File: src/rtl/uart_tx_param.sv
// uart_tx_param: parameterised UART transmitter.
// Sends start bit, DATA_BITS data bits LSB first, an optional parity bit, and
// STOP_BITS stop bits. Each bit is CLKS_PER_BIT clocks long. Words are taken in
// through a valid/ready handshake that is only open in IDLE. The tx line and
// the done pulse are both registered.
module uart_tx_param #(
  parameter int DATA_BITS    = 8,
  parameter int CLKS_PER_BIT = 16,
  parameter int PARITY_MODE  = 0,
  parameter int STOP_BITS    = 1
) (
  input  logic                 clk,
  input  logic                 rst_n,
  input  logic [DATA_BITS-1:0] tx_data,
  input  logic                 tx_valid,
  output logic                 tx_ready,
  output logic                 tx,
  output logic                 busy,
  output logic                 done
);

  // Guard the widths so that illegal values still reach the checks below
  // rather than failing on a zero-width vector first.
  localparam int BAUD_W = (CLKS_PER_BIT > 2) ? $clog2(CLKS_PER_BIT) : 1;
  localparam int BIT_W  = (DATA_BITS > 2) ? $clog2(DATA_BITS) : 1;
  localparam logic [BAUD_W-1:0] BAUD_MAX = BAUD_W'(CLKS_PER_BIT - 1);
  localparam logic [BIT_W-1:0]  BIT_MAX  = BIT_W'(DATA_BITS - 1);

  if (DATA_BITS < 5 || DATA_BITS > 9) begin : g_bad_data_bits
    $error("uart_tx_param: DATA_BITS must be in 5..9");
  end
  if (CLKS_PER_BIT < 2) begin : g_bad_clks_per_bit
    $error("uart_tx_param: CLKS_PER_BIT must be >= 2");
  end
  if (PARITY_MODE < 0 || PARITY_MODE > 2) begin : g_bad_parity_mode
    $error("uart_tx_param: PARITY_MODE must be 0, 1 or 2");
  end
  if (STOP_BITS < 1 || STOP_BITS > 2) begin : g_bad_stop_bits
    $error("uart_tx_param: STOP_BITS must be 1 or 2");
  end

  typedef enum logic [2:0] {
    S_IDLE,
    S_START,
    S_DATA,
    S_PARITY,
    S_STOP
  } state_e;

  state_e                 state_q, state_d;
  logic [BAUD_W-1:0]      baud_q, baud_d;
  logic [BIT_W-1:0]       bit_q, bit_d;
  logic                   stop_q, stop_d;
  logic [DATA_BITS-1:0]   shift_q, shift_d;
  logic                   par_q, par_d;
  logic                   tx_q, tx_d;
  logic                   done_q, done_d;
  logic                   baud_wrap;

  assign baud_wrap = (baud_q == BAUD_MAX);
  assign tx_ready  = (state_q == S_IDLE);
  assign busy      = (state_q != S_IDLE);
  assign tx        = tx_q;
  assign done      = done_q;

  // Next state, counters, shift register and line level. The value loaded
  // into tx_d is the level of the bit that starts at the coming edge.
  always_comb begin
    state_d = state_q;
    baud_d  = baud_q;
    bit_d   = bit_q;
    stop_d  = stop_q;
    shift_d = shift_q;
    par_d   = par_q;
    tx_d    = tx_q;
    done_d  = 1'b0;

    // Baud counter runs in every state but IDLE and wraps on the bit boundary.
    if (state_q != S_IDLE) begin
      baud_d = baud_wrap ? '0 : baud_q + 1'b1;
    end

    case (state_q)
      S_IDLE: begin
        baud_d = '0;
        bit_d  = '0;
        stop_d = 1'b0;
        tx_d   = 1'b1;
        if (tx_valid) begin
          state_d = S_START;
          shift_d = tx_data;
          par_d   = (PARITY_MODE == 2) ? ~^tx_data : ^tx_data;
          tx_d    = 1'b0;
        end
      end
      S_START: begin
        if (baud_wrap) begin
          state_d = S_DATA;
          bit_d   = '0;
          tx_d    = shift_q[0];
          shift_d = shift_q >> 1;
        end
      end
      S_DATA: begin
        if (baud_wrap) begin
          if (bit_q == BIT_MAX) begin
            stop_d = 1'b0;
            if (PARITY_MODE != 0) begin
              state_d = S_PARITY;
              tx_d    = par_q;
            end else begin
              state_d = S_STOP;
              tx_d    = 1'b1;
            end
          end else begin
            bit_d   = bit_q + 1'b1;
            tx_d    = shift_q[0];
            shift_d = shift_q >> 1;
          end
        end
      end
      S_PARITY: begin
        if (baud_wrap) begin
          state_d = S_STOP;
          stop_d  = 1'b0;
          tx_d    = 1'b1;
        end
      end
      S_STOP: begin
        if (baud_wrap) begin
          // stop_q marks the second stop bit; with one stop bit it stays 0.
          if (STOP_BITS == 1 || stop_q) begin
            state_d = S_IDLE;
            done_d  = 1'b1;
            tx_d    = 1'b1;
          end else begin
            stop_d = 1'b1;
          end
        end
      end
      default: begin
        state_d = S_IDLE;
        tx_d    = 1'b1;
      end
    endcase
  end

  // State and datapath registers with synchronous active-low reset.
  always_ff @(posedge clk) begin
    if (!rst_n) begin
      state_q <= S_IDLE;
      baud_q  <= '0;
      bit_q   <= '0;
      stop_q  <= 1'b0;
      shift_q <= '0;
      par_q   <= 1'b0;
      tx_q    <= 1'b1;
      done_q  <= 1'b0;
    end else begin
      state_q <= state_d;
      baud_q  <= baud_d;
      bit_q   <= bit_d;
      stop_q  <= stop_d;
      shift_q <= shift_d;
      par_q   <= par_d;
      tx_q    <= tx_d;
      done_q  <= done_d;
    end
  end

endmodule

File: config.mk
export PLATFORM = sky130hd
export DESIGN_NAME = uart_tx_param
export DESIGN_NICKNAME = d
export VERILOG_FILES = /design/src/rtl/uart_tx_param.sv
export SDC_FILE = /design/constraint.sdc
export NUM_CORES = 1
export LEC_CHECK = 0
export ABC_AREA = 0
export BUFFER_PORTS_ARGS = -buffer_cell sky130_fd_sc_hd__buf_2
export CAP_MARGIN = 20
export CORE_AREA = 2 2 54 56
export CTS_BUF_LIST = sky130_fd_sc_hd__clkbuf_2 sky130_fd_sc_hd__clkbuf_4 sky130_fd_sc_hd__clkbuf_8
export CTS_CLUSTER_SIZE = 28
export DETAILED_ROUTE_END_ITERATION = 12
export DIE_AREA = 0 0 56 58
export PLACE_DENSITY = 0.55
export SYNTH_ARGS = -nofsm -noshare
export SYNTH_HDL_FRONTEND = slang
export SYNTH_SLANG_ARGS = --single-unit
File: constraint.sdc
create_clock -name clk -period 5.1 [get_ports clk]
set_input_delay 0.765 -clock clk [delete_from_list [all_inputs] [get_ports clk]]
set_output_delay 0.765 -clock clk [all_outputs]
set_load 0.05 [all_outputs]
### Yosys cells after proc, flatten, opt, wreduce, memory -nomap -nowiden

Index checks and enable logic that the tools add are counted.

| storage, ports and cells | value |
|---|---|
| register bits after elaboration | 20 |
| word-level logic and storage cells | 56 |
| output and inout port bits | 4 |

| operators by class | value |
|---|---|
| muxes and demuxes | 23 |
| bitwise gates (word level) | 1 |
| reduce and logical (&&, ||, !) cells | 10 |
| $add $sub $neg | 2 |
| equality and inequality tests | 14 |

Operator list:

| kind | count |
|---|---|
| $mux W8 | 4 |
| $mux W3 | 8 |
| $pmux W8 S3 | 1 |
| $pmux W3 S5 | 1 |
| $ne A2 B2 Y1 const B | 7 |
| $pmux W3 S3 | 1 |
| $eq A3 B2 Y1 const B | 2 |
| $eq A3 B3 Y1 const B | 2 |
| $mux W1 | 6 |
| $reduce_and A6 Y1 | 1 |
| $reduce_bool A3 Y1 | 2 |
| $reduce_and A5 Y1 | 1 |
| $add A4 B1 Y4 const B | 1 |
| $eq A4 B4 Y1 const B | 1 |
| $mux W4 | 1 |
| $pmux W1 S4 | 1 |
| $reduce_and A4 Y1 | 1 |
| $reduce_or A2 Y1 | 2 |
| $add A3 B1 Y3 const B | 1 |
| $eq A3 B1 Y1 const B | 1 |
| $logic_not A3 Y1 | 1 |
| $reduce_and A3 Y1 | 1 |
| $ne A2 B1 Y1 const B | 1 |
| $reduce_and A2 Y1 | 1 |
| $not A1 Y1 | 1 |

### Logic depth before layout (Yosys ltp)

Gate-level depths: netlist of run 1.

| logic depth | value |
|---|---|
| word-level depth | 4 |
| mapped depth | 7 |
| mapped depth without buffers | 6 |

### Least setup slack after synthesis of run 1

Ideal clock, no wire load.

| timing | value |
|---|---|
| path type | register to output |
| from | reg state_q[0] |
| to | out tx_ready |
| stages on the path, launching flop included | 5 |
| path slack | 2.806 ns |
| data arrival time | 1.529 ns |
| path buffers | 2 |
| path through | dfxtp_1 buf_2 or3_1 clkbuf_1 inv_1 |

| on the way | value |
|---|---|
| cells in the longest elaborated chain, start to end | 1 |

Ends and longest elaborated chain:

| element | RTL line | source |
|---|---|---|
| start, declared | 50 | `state_e state_q, state_d;` |
| start signal, assigned | 160 | `state_q <= state_d;` |
| $logic_not A3 Y1 | 61 | `assign tx_ready = (state_q == S_IDLE);` |
| end, declared | 16 | `output logic tx_ready,` |

Every way passes these cells.

### Final worst setup path of run 1

| timing | value |
|---|---|
| from | reg state_q[2] |
| to | out tx_ready |

Same word-level chain as after synthesis.

==> impl_summary.md, run 1 <==
Run status
The flow ran to the end, and the final reports show no timing, DRC or antenna violations.

CTS
Buffers inserted to repair hold after CTS numbered 0. The latest clock arrival within the worst-skew pair is slightly below 300 ps. The number of buffers between clock root and the deepest sink is 2. The cell at the root of the clock tree is sky130_fd_sc_hd__clkbuf_4.

In this run the post-CTS setup repair buffer count came out at 0. The number of clock buffers inserted by TritonCTS is 3. The post-cts sizing count is 0.

For this design, the sink count on the clock tree is 20. TritonCTS built the clock tree. The maximum level of the CTS H-tree is 1.

Clock-pin slew was measured on the worst setup and hold paths at 110 ps.

Finish
The fraction of layout cells with a size suffix above 1 is 23.0%. The sequential cells in the finished layout cover a total of ~400 µm². The footprint of the multi-input gates is 547 µm². Compared with the post-synthesis result, the final layout area differs by 7.99%.

The final layout contains 129 nets. The filler cell count is approximately 280. The antenna diode instance count is 0. The library cell used most frequently in the layout, excluding fill and tap cells, is sky130_fd_sc_hd__dfxtp_1. The library cells used most frequently in the layout, excluding fill and tap cells, are sky130_fd_sc_hd__dfxtp_1 (20), sky130_fd_sc_hd__buf_2 (14), sky130_fd_sc_hd__a21oi_1 (11).

Drt
After detailed routing, the number of vias per cell comes to around 5.4. The total number of vias is roughly 770. The number of detailed-route iterations in the first pass is 4. The number of DRC markers in iteration 0 is 16.

The detailed-route wire length per cell is 12.6 µm. The wire length reported by the detailed router is roughly 1.8 mm. The detailed-route DRC error count is 0. The remaining antenna violation count after routing is 0.

Timing
At the pin with the least slew margin, the transition time is 504 ps. The total negative slack for setup checks is 0 ps. The count of endpoints failing setup in the final report is 0. The max-slew violation count was 0.

Timing would allow up to about 0.42 GHz. The post-route worst hold slack is 461 ps. The minimum clock period is about 2400 ps. Between clock sinks in the finished design, the worst skew comes to 3.60 ps. The headroom to the max-slew limit is 66.4%. Setup repair after global routing left no endpoint under its margin.

The number of endpoints with negative hold slack in the final report is 0. The post-route fraction of the period consumed by the critical path is between 40% and 50%.

Place
The final weighted congestion in routability-driven placement is 0.688. The placed wire-length estimate is 1.36 mm. The count of input and output buffers is 14.

Synth
The number of nets produced by synthesis is 117. The main combinational cell family by area after synthesis is compound AO/OA/AOI/OAI gates. Synthesis produced a netlist whose cell count is between 100 and 150. Of the synthesized area, sequential elements account for 40.0%. Counting flops with a built-in enable in the synthesized netlist gives 0. The adder-cell share of the synthesized area is 3.75%. The cell area that synthesis handed to floorplanning was 1000 µm². The number of distinct standard cells referenced by the synthesized netlist is 37. For this run, the number of Yosys warnings is 0. The parity-gate share of the synthesized area counting xor and xnor cells is roughly 2.6%. The fraction of synthesis flops using an asynchronous set or reset pin is 0%. The flip-flop cell with the highest count after synthesis is sky130_fd_sc_hd__dfxtp_1. The portion of synthesized area spent on multiplexers is 9.11%. Of the total synthesized cell area, the portion taken by AND, OR, NAND and NOR gates is 19.2%. After synthesis the netlist holds a flip-flop and latch count of 20. The average cell area after synthesis is 9.73 µm². The post-synthesis compound-gate area fraction is between 10% and 20%.

Power and ir drop
The total power draw is a little under 300 µW. The static leakage is 0.000461 µW. The switching share of total power is 27.7%. The power density over the cells is 271 nW/µm². The share of total power in combinational logic is between 10% and 20%. The peak supply drop is around 0.00019 V.

The switching power is around 80 µW. The internal portion of total power is 212 µW. The share of total power dissipated in sequential elements is 58.2%.

The clock network is responsible for about a quarter of the overall power.

Global route
The maximum number of pins on one net before global-route repair is 18. The first global-routing pass estimated 3.15 mm of wire. Global routing used 12.6% of the available tracks across all layers. The number of global-route vias before repair came to 719. The initial antenna violation count is 0. The overall overflow remaining after global route is 0.

Critical path
Setup slack on the worst reg-to-reg path comes out at 3030 ps. STA classifies the critical path endpoint as an output port. STA puts the critical path data arrival time at 1620 ps.

On the critical path, the stage with the largest delay is an instance of sky130_fd_sc_hd__or3_1. For the worst flop-to-flop path, the logic depth is 6. The reg-to-reg critical path endpoint is shift_q[7].

The maximum fanout count along the critical path is 12. The launch point of the worst reg-to-reg path is bit_q[0]. The element type at the critical path start is a flop. STA puts the critical path data required time at 4340 ps.

On the worst path, the slowest cell contributes a delay of 510 ps. The worst setup path is of the flop to output port kind. Traced cell by cell, the critical path runs through or3_1, inv_1, buf_2.

Floorplanning
In this run the standard cell core region covers around 2700 µm². The total number of placement rows is 19. In this run the vertical extent of the chip is 58 µm.

The initial utilization of the core area, before any placement, comes to 37.6%. The floorplan step set the die width to between 50 and 60 µm. 15 I/O pins were placed.

The die outline area is 3250 µm².

Worst hold path
The path with the worst hold slack has its endpoint at baud_q[0]. The cell depth of the worst min-delay path is 1. The path class of the lowest-slack min-delay path is flop to flop. The worst hold path begins at baud_q[0].

Run
Across the run, the number of max-cap violations was 0.
==> Yosys cell counts, types with 2 or more instances <==
cell	instances	area [µm²]
sky130_fd_sc_hd__ha_1	3	37.5
sky130_fd_sc_hd__nor2b_1	3	18.8
sky130_fd_sc_hd__dfxtp_1	20	400
sky130_fd_sc_hd__o21ai_0	3	15.0
sky130_fd_sc_hd__a21oi_1	11	55.1
sky130_fd_sc_hd__a22o_1	2	17.5
sky130_fd_sc_hd__xor2_1	2	17.5
sky130_fd_sc_hd__nor3_1	4	20.0
sky130_fd_sc_hd__o31ai_1	7	52.6
sky130_fd_sc_hd__and3_1	4	25.0
sky130_fd_sc_hd__buf_6	3	33.8
sky130_fd_sc_hd__mux2i_1	8	80.1
sky130_fd_sc_hd__nand2_1	3	11.3
sky130_fd_sc_hd__nand3_1	2	10.0
sky130_fd_sc_hd__nor2_1	5	18.8
sky130_fd_sc_hd__clkbuf_1	2	7.51
==> power by group through the flow <==
| stage | Clock [µW] | Combinational, µW | Sequential [µW] |
|---|---|---|---|
| 6_report | 74.4 | 47.9 | 170 |
| 5_1_grt | 88.8 | 52.6 | 172 |
| 4_1_cts | 79.1 | 48.5 | 171 |
| 3_5_place_dp | 0 | 48.3 | 174 |
| 3_3_place_gp | 0 | 47.8 | 174 |
| 2_1_floorplan | 0 | 38.4 | 174 |
==> cell families after synthesis <==
family / count (synthesis)
compound gates: 29
simple gates: 31
fa+ha+maj: 3
flops: 20
xor+xnor: 3
buf+inv: 8
mux: 9
==> through the flow <==
step / setup WS [ps] / cells / utilization, % / cell area (µm²)
after floorplan: 2810 / 103 / - / 1000
after global placement: 3060 / 141 / 39.8 / 1060
after detailed placement: 3050 / 141 / 39.8 / 1060
after CTS: 2700 / 144 / 40.6 / 1080
after global routing: 2600 / 144 / 40.6 / 1080
final: 2710 / 144 / 40.6 / 1080
==> sequential cells by signal, indices dropped and copies added, names as in the netlist <==
register / cells
shift_q: 8
state_q: 3
tx: 1
bit_q: 3
done: 1
baud_q: 4
==> how the worst max path moves through the flow <==
| stage | from | endpoint | slack [ps] | cells after the start |
|---|---|---|---|---|
| final | state_q[2] | tx_ready | 2710 | 3 |
| after global routing | state_q[2] | tx_ready | 2600 | 3 |
| after CTS | state_q[2] | tx_ready | 2700 | 3 |
| after detailed placement | bit_q[0] | shift_q[7] | 3050 | 6 |
| after global placement | state_q[2] | tx_ready | 3060 | 3 |
| after floorplan | state_q[0] | tx_ready | 2810 | 4 |
==> critical path, delay by kind of cell (launching register included) <==
family                 cells  cell delay [ps]
AND/OR/NAND/NOR            1              510
flip-flops                 1              480
buffers and inverters      2              330
==> area by class of cell <==
cell class	instances	share of cell area (%)
multi-input cells	75	50.5
flip-flops and latches	20	37.0
repair buffers	14	6.47
well taps	31	3.58
clock buffers	3	2.08
inverters	1	0.347
==> metal layers <==
| metal | wire, µm | vias up | part of all wire (%) | track usage, % |
|---|---|---|---|---|
| li1 | - | 396 | - | - |
| met1 | 835 | 361 | 46 | 14.3 |
| met2 | 889 | 13 | 49 | 21.5 |
| met3 | 66 | 2 | 3.6 | 4.69 |
| met4 | 23 | 0 | 1.3 | 5.10 |
| met5 | 0 | - | 0 | 0 |
Note: power is estimated with default switching activity, not from simulation.
==> inputs of run 2 (changes only) <==
==> config.mk (replaced) <==
export PLATFORM = sky130hd
export DESIGN_NAME = uart_tx_param
export DESIGN_NICKNAME = d
export VERILOG_FILES = /design/src/rtl/uart_tx_param.sv
export SDC_FILE = /design/constraint.sdc
export NUM_CORES = 1
export LEC_CHECK = 0
export ABC_AREA = 1
export BUFFER_PORTS_ARGS = -buffer_cell sky130_fd_sc_hd__buf_2
export CAP_MARGIN = 20
export CORE_AREA = 2 2 55 57
export CTS_BUF_LIST = sky130_fd_sc_hd__clkbuf_2 sky130_fd_sc_hd__clkbuf_4 sky130_fd_sc_hd__clkbuf_8
export CTS_CLUSTER_SIZE = 28
export DETAILED_ROUTE_END_ITERATION = 12
export DIE_AREA = 0 0 57 59
export PLACE_DENSITY = 0.57
export SYNTH_ARGS = -nofsm -noshare
export SYNTH_HDL_FRONTEND = slang
export SYNTH_SLANG_ARGS = --single-unit
==> constraint.sdc (replaced) <==
create_clock -name clk -period 2.15 [get_ports clk]
set_input_delay 0.3225 -clock clk [delete_from_list [all_inputs] [get_ports clk]]
set_output_delay 0.3225 -clock clk [all_outputs]
set_load 0.05 [all_outputs]
==> run 2 against run 1 <==
  * Cell count increased by 40%
  * Sequential cell count unchanged
  * Critical endpoint unchanged
  * Largest power group is now combinational logic
  * Sequential power rose to 3.2 times the previous value
  * Clock power increased by 130%
  * Design area increased by 8.4%
  * Clock skew increased by 1.0 ps
  * Largest cell class unchanged
  * Critical path type unchanged
==> impl_summary.md, run 2 <==
CTS
The latest clock arrival within the worst-skew pair is 300 ps (was 290 ps). The cell at the root of the clock tree is sky130_fd_sc_hd__clkbuf_4 (unchanged). The maximum level of the CTS H-tree came to 1 (unchanged). The number of buffers inserted by post-CTS setup repair came to 0 (unchanged). The number of clock buffers inserted by TritonCTS came to 3 (unchanged). The number of buffers between clock root and the deepest sink came to 2 (unchanged).

The post-cts sizing count is 0 (unchanged). The count of hold-fix buffers inserted at cts is 0 (unchanged). The register clock-pin slew on the reported worst setup and hold paths is 110 ps (about the same). The clock sink count is 20 (unchanged). The clock tree from TritonCTS is done (unchanged).

Finish
Largest regs: shift_q x8, baud_q x4 (unchanged). The most common library cell in the layout ignoring fill and taps is sky130_fd_sc_hd__nand2_1 (was sky130_fd_sc_hd__dfxtp_1). The area taken by flip-flops and latches is 400 µm² (unchanged). The number of flip-flops in the largest register is 8 (unchanged). The final net count came to 187 (was 129).

The fraction of layout cells with a size suffix above 1 was 18.1% (was 23.0%). The footprint of the multi-input gates came to 567 µm² (was 547 µm²). Leading cell types in the layout, fill and taps excluded: sky130_fd_sc_hd__nand2_1 (42), sky130_fd_sc_hd__nor2_1 (29), sky130_fd_sc_hd__dfxtp_1 (20) (was sky130_fd_sc_hd__dfxtp_1 (20), sky130_fd_sc_hd__buf_2 (14), sky130_fd_sc_hd__a21oi_1 (11)).

The register with the most flip-flops is shift_q (unchanged). The filler cell count is 279 (was 283). The finished layout cell area was 1170 µm² (was 1080 µm²). The area growth from synthesis to layout is 10.9% (was 7.99%). The antenna diode instance count is 0 (unchanged).

Floorplanning
The starting density of the core is 39.1% (was 37.6%). The total number of placement rows came to 19 (unchanged). The core area is 2710 µm² (was 2660 µm²). The I/O pin count is 15 (unchanged). The die span in x was 57 µm (was 56 µm). The y dimension of the die is 59 µm (was 58 µm).

The die outline area is 3360 µm² (was 3250 µm²).

Timing
The worst path uses 78.4% of the clock period. The total negative slack for setup checks is 0 ps (unchanged). The maximum frequency from static timing analysis is 0.593 GHz. Setup repair after global routing missed its margin: false (unchanged). The maximum clock skew at final layout is 4.64 ps (was 3.60 ps).

The count of endpoints failing setup in the final report is 0 (unchanged). The minimum clock period is 1690 ps. The transition time at the pin with the least slew margin is 361 ps (was 504 ps). The max-slew violation count was 0 (unchanged).

The number of endpoints with negative hold slack in the final report is 0 (unchanged). The headroom to the max-slew limit came to 75.9% (was 66.4%).

Global route
The overall overflow remaining after global route is 0 (unchanged). The number of global-route vias before repair came to 774 (was 719). The initial antenna violation count was 0 (unchanged). The maximum number of pins on one net before global-route repair is 16 (was 18).

The wire length of the first global-routing pass is 3.52 mm (was 3.15 mm). The total track usage came to 13.3% (was 12.6%).

Worst hold path
The path class of the lowest-slack min-delay path is input port to flop (was flop to flop).

Synth
The number of synthesized register bits is 20 (unchanged). The number of nets produced by synthesis is 170 (was 117). The cell type contributing the most total cell area after synthesis is sky130_fd_sc_hd__dfxtp_1 (unchanged).

The cell with the most instances after synthesis is sky130_fd_sc_hd__nand2_1 (was sky130_fd_sc_hd__dfxtp_1). The area fraction of the dominant cell type after synthesis came to 37.8% (was 40.0%). Commonest cells post-synth: sky130_fd_sc_hd__nand2_1 (42), sky130_fd_sc_hd__nor2_1 (29), sky130_fd_sc_hd__dfxtp_1 (20) (was sky130_fd_sc_hd__dfxtp_1 (20), sky130_fd_sc_hd__a21oi_1 (11), sky130_fd_sc_hd__mux2i_1 (8)). The count of yosys warnings during synthesis is 0 (unchanged). Cell types with the largest area share after synthesis: sky130_fd_sc_hd__dfxtp_1 (38%), sky130_fd_sc_hd__nand2_1 (15%), sky130_fd_sc_hd__nor2_1 (10%) (was sky130_fd_sc_hd__dfxtp_1 (40%), sky130_fd_sc_hd__mux2i_1 (8.0%), sky130_fd_sc_hd__a21oi_1 (5.5%)).

The synthesized area is 1060 µm² (was 1000 µm²). The portion of the post-synthesis area used by sequential elements came to 37.8% (was 40.0%). The average cell area after synthesis came to 6.79 µm² (was 9.73 µm²).

The fraction of synthesis flops using an asynchronous set or reset pin is 0% (unchanged). The flip-flop cell with the highest count after synthesis is sky130_fd_sc_hd__dfxtp_1 (unchanged). The post-synthesis cell count is 156 (was 103). The count of flip-flops with a built-in enable after synthesis came to 0 (unchanged). The number of distinct standard cells referenced by the synthesized netlist came to 22 (was 37).

Drt
The detailed-route DRC error count is 0 (unchanged). The wire length reported by the detailed router is 2.07 mm (was 1.82 mm). The average vias per placed instance is 4.67 (was 5.36).

The number of DRC markers in iteration 0 was 35 (was 16). The number of detailed-route iterations in the first pass is 4 (unchanged). The remaining antenna violation count after routing came to 0 (unchanged). The detailed-route wire length per cell is 10.2 µm (was 12.6 µm). The total number of vias is 943 (was 772).

Power and ir drop
The static leakage was 0.000612 µW (was 0.000461 µW). The peak supply drop is 0.000738 V (was 0.000187 V). The power density over the cells is 1400 nW/µm² (was 271 nW/µm²).

Place
The final weighted congestion in routability-driven placement is 0.838 (was 0.688). The count of input and output buffers is 14 (unchanged). The placed wire-length estimate was 1.55 mm (was 1.36 mm). The placement-stage cell area came to 1150 µm² (was 1060 µm²).

Critical path
The worst path buffer plus inverter count came to 2 (unchanged). The required time of the critical path came to 1830 ps (was 4340 ps). The master of the slowest instance on the critical path was sky130_fd_sc_hd__dfxtp_1 (was sky130_fd_sc_hd__or3_1). The largest stage delay on the critical path came to 400 ps (was 510 ps). Cell Chain, Critical Path: nor2_2, nand2_2, inv_2, buf_2 (was or3_1, inv_1, buf_2). The worst endpoint data arrival time is 1360 ps (was 1620 ps). The cell type group with the largest total delay on the critical path is flip-flops (was simple AND/OR/NAND/NOR gates). The kind of critical path is flop to output port (unchanged). The maximum fanout count along the critical path is 6 (was 12).

The reg-to-reg setup timing slack came to 470 ps (was 3030 ps). The element type at the critical path start was a flop (unchanged). The critical path capture point type was an output port (unchanged).

Run
The max-capacitance violation count is 0 (unchanged).

Run status
Result of the run: completed (unchanged).
run 2: cell families (layout without fill, tap and decap cells):
logic type | count (synthesis) | in the layout | share of synthesized area [%]
buf+inv | 22 | 37 | 8.63
simple gates | 102 | 102 | 45.0
compound gates | 8 | 8 | 4.14
xor+xnor | 1 | 1 | 0.828
flops | 20 | 20 | 37.8
fa+ha+maj | 3 | 3 | 3.55
run 2: area by class of cell:
class / instances / area share [%]
Sequential cell: 20 / 34.1
Tap cell: 31 / 3.30
Multi-Input combinational cell: 114 / 48.3
Inverter: 20 / 6.40
Clock buffer: 3 / 1.92
Timing Repair Buffer: 14 / 5.97
run 2: metal layers:
metal / wire [µm] / part of all wire, % / track usage [%]
met5: 0 / 0 / 0
met4: 12 / 0.58 / 2.99
met3: 100 / 4.8 / 4.15
met2: 870 / 42 / 19.5
met1: 1080 / 52 / 19.2
run 2: path summary, 6_finish.rpt:
kind / cells past startpoint / start / endpoint
hold reg to reg: 1 / baud_q[0] / baud_q[0]
setup / recovery: 4 / state_q[1] / tx_ready
setup reg to reg: 9 / bit_q[0] / shift_q[7]
hold / removal: 2 / rst_n / tx
run 2: per-stage QoR:
step / setup WS (ps) / instances / power [µW] / hold WS, ps / utilization (%)
5_1_grt: 318 / 202 / 1810 / 336 / 43.3
3_5_place_dp: 476 / 199 / 1480 / 433 / 42.5
4_1_cts: 450 / 202 / 1650 / 325 / 43.3
2_1_floorplan: 455 / 156 / 1330 / 410 / -
3_3_place_gp: 527 / 199 / 1460 / 431 / 42.5
6_report: 464 / 202 / 1640 / 328 / 43.3
run 2: power by group:
part	switching, µW	internal (µW)
logic	641	279
registers	75.2	471
clock network	109	65.3
==> inputs of run 3 (changes only) <==
==> constraint.sdc (replaced) <==
create_clock -name clk -period 1.35 [get_ports clk]
set_input_delay 0.2025 -clock clk [delete_from_list [all_inputs] [get_ports clk]]
set_output_delay 0.2025 -clock clk [all_outputs]
set_load 0.05 [all_outputs]
==> run 3 against run 2 <==
  * The flow now finishes with violations (setup timing)
  * Clock skew rose by 12 ps
  * Clock power rose to 2.9 times the previous value
  * Design area rose by 28%
  * Sequential share of layout area fell by 6.7 points
  * Core utilization rose by 12 points
  * Critical path depth rose by 6
==> impl_summary.md, run 3 (synthesis results as in run 2) <==
Worst hold path
The path class of the lowest-slack min-delay path is input port to flop (unchanged). The cell depth of the worst min-delay path is 5 (was 2).

Drt
The detailed-route wire length per cell is 11.2 µm (was 10.2 µm). The total number of vias was 1074 (was 943). The remaining antenna violation count after routing is 0 (unchanged).

The detailed-route DRC error count came to 0 (unchanged). The average vias per placed instance was 4.77 (was 4.67). The wire length reported by the detailed router is 2.51 mm (was 2.07 mm). The number of DRC markers in iteration 0 is 29 (was 35). The number of detailed-route iterations in the first pass is 4 (unchanged).

Global route
The met2 demand-to-capacity share in global routing came to 28.7% (was 19.5%). The maximum number of pins on one net before global-route repair is 13 (was 16). The number of global-route vias before repair is 986 (was 774). The highest-utilization routing layer at the global route stage is met2 (unchanged). The wire length of the first global-routing pass was 4.38 mm (was 3.52 mm). The initial antenna violation count is 0 (unchanged).

The global routing usage on met3 was 2.62% (was 4.15%). The total track usage is 16.7% (was 13.3%). The overall overflow remaining after global route is 0 (unchanged). The global-route track usage on met1 is 21.2% (was 19.2%).

Critical path
The critical path capture point type was a flop (was output port). The required time of the critical path was 1610 ps (was 1830 ps). The element type at the critical path start was a flop (unchanged). The largest stage delay on the critical path came to 350 ps (was 400 ps). The kind of critical path was flop to flop (was flop to output port). Cell Chain, Critical Path: ha_4, ha_4, inv_2, nand2_2, a21oi_4, buf_12, nand3_4, nand2_2, nand2_1, nor2_1 (was nor2_2, nand2_2, inv_2, buf_2). The master of the slowest instance on the critical path is sky130_fd_sc_hd__dfxtp_2 (was sky130_fd_sc_hd__dfxtp_1). The maximum fanout count along the critical path came to 8 (was 6).

The number of cells traversed by the worst register-to-register path is 10 (was 9). The worst endpoint data arrival time is 1710 ps (was 1360 ps).

Timing
The max-slew violation count came to 0 (unchanged). The transition time at the pin with the least slew margin is 324 ps (was 361 ps). The maximum frequency from static timing analysis is 0.692 GHz.

The minimum clock period is 1440 ps. The total negative slack for setup checks is -783 ps (was 0 ps). Setup repair after global routing missed its margin: true (was false). The post-route fraction of the period consumed by the critical path is 107%. The number of endpoints with negative hold slack in the final report is 0 (unchanged). The maximum clock skew at final layout came to 16.3 ps (was 4.64 ps). The final critical-path setup slack is -94.4 ps (was 464 ps). The headroom to the max-slew limit is 78.2% (was 75.9%).

The count of endpoints failing setup in the final report was 12 (was 0).

Finish
Largest regs: shift_q x8, baud_q x4 (unchanged). The area taken by flip-flops and latches was 412 µm² (was 400 µm²). The filler cell count is 272 (was 279). Leading cell types in the layout, fill and taps excluded: sky130_fd_sc_hd__nand2_1 (37), sky130_fd_sc_hd__nor2_1 (28), sky130_fd_sc_hd__buf_4 (18) (was sky130_fd_sc_hd__nand2_1 (42), sky130_fd_sc_hd__nor2_1 (29), sky130_fd_sc_hd__dfxtp_1 (20)). The antenna diode instance count was 0 (unchanged). The final net count came to 209 (was 187).

The register with the most flip-flops is shift_q (unchanged). The fraction of layout cells with a size suffix above 1 came to 36.1% (was 18.1%). The finished layout cell area came to 1500 µm² (was 1170 µm²). The most common library cell in the layout ignoring fill and taps is sky130_fd_sc_hd__nand2_1 (unchanged). The footprint of the multi-input gates is 654 µm² (was 567 µm²).

The fraction of the core area covered by cells at the end of the flow was 55.4% (was 43.3%). The number of flip-flops in the largest register is 8 (unchanged). The area growth from synthesis to layout was 41.8% (was 10.9%).

Place
The count of input and output buffers was 14 (unchanged). The final weighted congestion in routability-driven placement is 0.769 (was 0.838). The placed wire-length estimate is 1.75 mm (was 1.55 mm). The placement-stage cell area is 1330 µm² (was 1150 µm²). The post-placement setup slack is -113 ps (was 476 ps).

CTS
The register clock-pin slew on the reported worst setup and hold paths is 130 ps (was 110 ps). The number of clock buffers inserted by TritonCTS was 3 (unchanged). The number of buffers between clock root and the deepest sink came to 2 (unchanged).

The clock tree from TritonCTS is done (unchanged). The latest clock arrival within the worst-skew pair is 310 ps (was 300 ps). The maximum level of the CTS H-tree is 1 (unchanged). The cell at the root of the clock tree is sky130_fd_sc_hd__clkbuf_4 (unchanged).

The clock sink count came to 20 (unchanged).

Floorplanning
The die outline area is 3360 µm² (unchanged). The die span in x is 57 µm (unchanged). The starting density of the core is 39.1% (unchanged). The I/O pin count is 15 (unchanged). The total number of placement rows came to 19 (unchanged). The y dimension of the die is 59 µm (unchanged). The core area is 2710 µm² (unchanged).

Power and ir drop
The static leakage is 0.000753 µW (was 0.000612 µW). The peak supply drop was 0.00139 V (was 0.000738 V). The power density over the cells is 2330 nW/µm² (was 1400 nW/µm²).

Run status
The checks that failed: setup timing. Result of the run: complete, but fails checks (was completed).

Run
The max-capacitance violation count was 0 (unchanged).
run 3: cell types whose count changed in the layout (fill, tap and decap cells not counted), moves of 3 or more:
cell                      change
sky130_fd_sc_hd__dfxtp_2      +3
sky130_fd_sc_hd__dfxtp_1      -5
sky130_fd_sc_hd__ha_1         -3
sky130_fd_sc_hd__buf_6        +3
sky130_fd_sc_hd__buf_4       +18
sky130_fd_sc_hd__nand2_1      -5
sky130_fd_sc_hd__nand2_2      +3
run 3: worst paths after layout:
check	startpoint	end	slack [ps]
worst max-delay path	bit_q[1]	shift_q[1]	-90
worst min-delay path	tx_data[5]	shift_q[5]	230
worst max register to register	bit_q[1]	shift_q[1]	-90
worst min register to register	bit_q[1]	bit_q[1]	490
run 3: layer usage:
layer	vias to the layer above	part of all wire [%]	wire (µm)
li1	569	-	-
met1	486	45	1120
met2	15	51	1280
met3	4	3.1	77
met4	0	1.4	36
met5	-	0	0
run 3: through the flow:
stage                     hold slack, ps  power [µW]  instances
after floorplan                      323        2210        156
after global placement               477        2640        215
after detailed placement             479        2680        215
after CTS                            230        3390        222
after global routing                 269        3810        225
final                                229        3500        225
run 3: timing repair:
item,in CTS,in global routing
hold buffers,0,0
resized for setup,9,13
pin swaps,9,1
cloned,1,0
setup endpoints to repair,14,18
setup buffers,2,3
run 3: final cells by class:
type / count / area share [%]
multi-input cells: 115 / 43.6
flip-flops and latches: 20 / 27.4
repair buffers: 35 / 17.6
clock buffers: 3 / 1.50
well taps: 31 / 2.58
clock inverters: 1 / 2.00
inverters: 20 / 5.33
run 3: report_power, final:
group / internal (µW) / leakage, µW / switching [µW]
Clock: 300 / 0.0000279 / 201
Sequential: 764 / 0.000167 / 97.4
Combinational: 881 / 0.000558 / 1260
Total: 1940 / 0.000753 / 1550
run 3: worst max-delay path: cells and delay by family, from the launching register on:
family	cells	cell delay (ps)
buf+inv	2	200
compound gates	1	140
simple gates	5	420
fa+ha+maj	2	300
flops	1	350
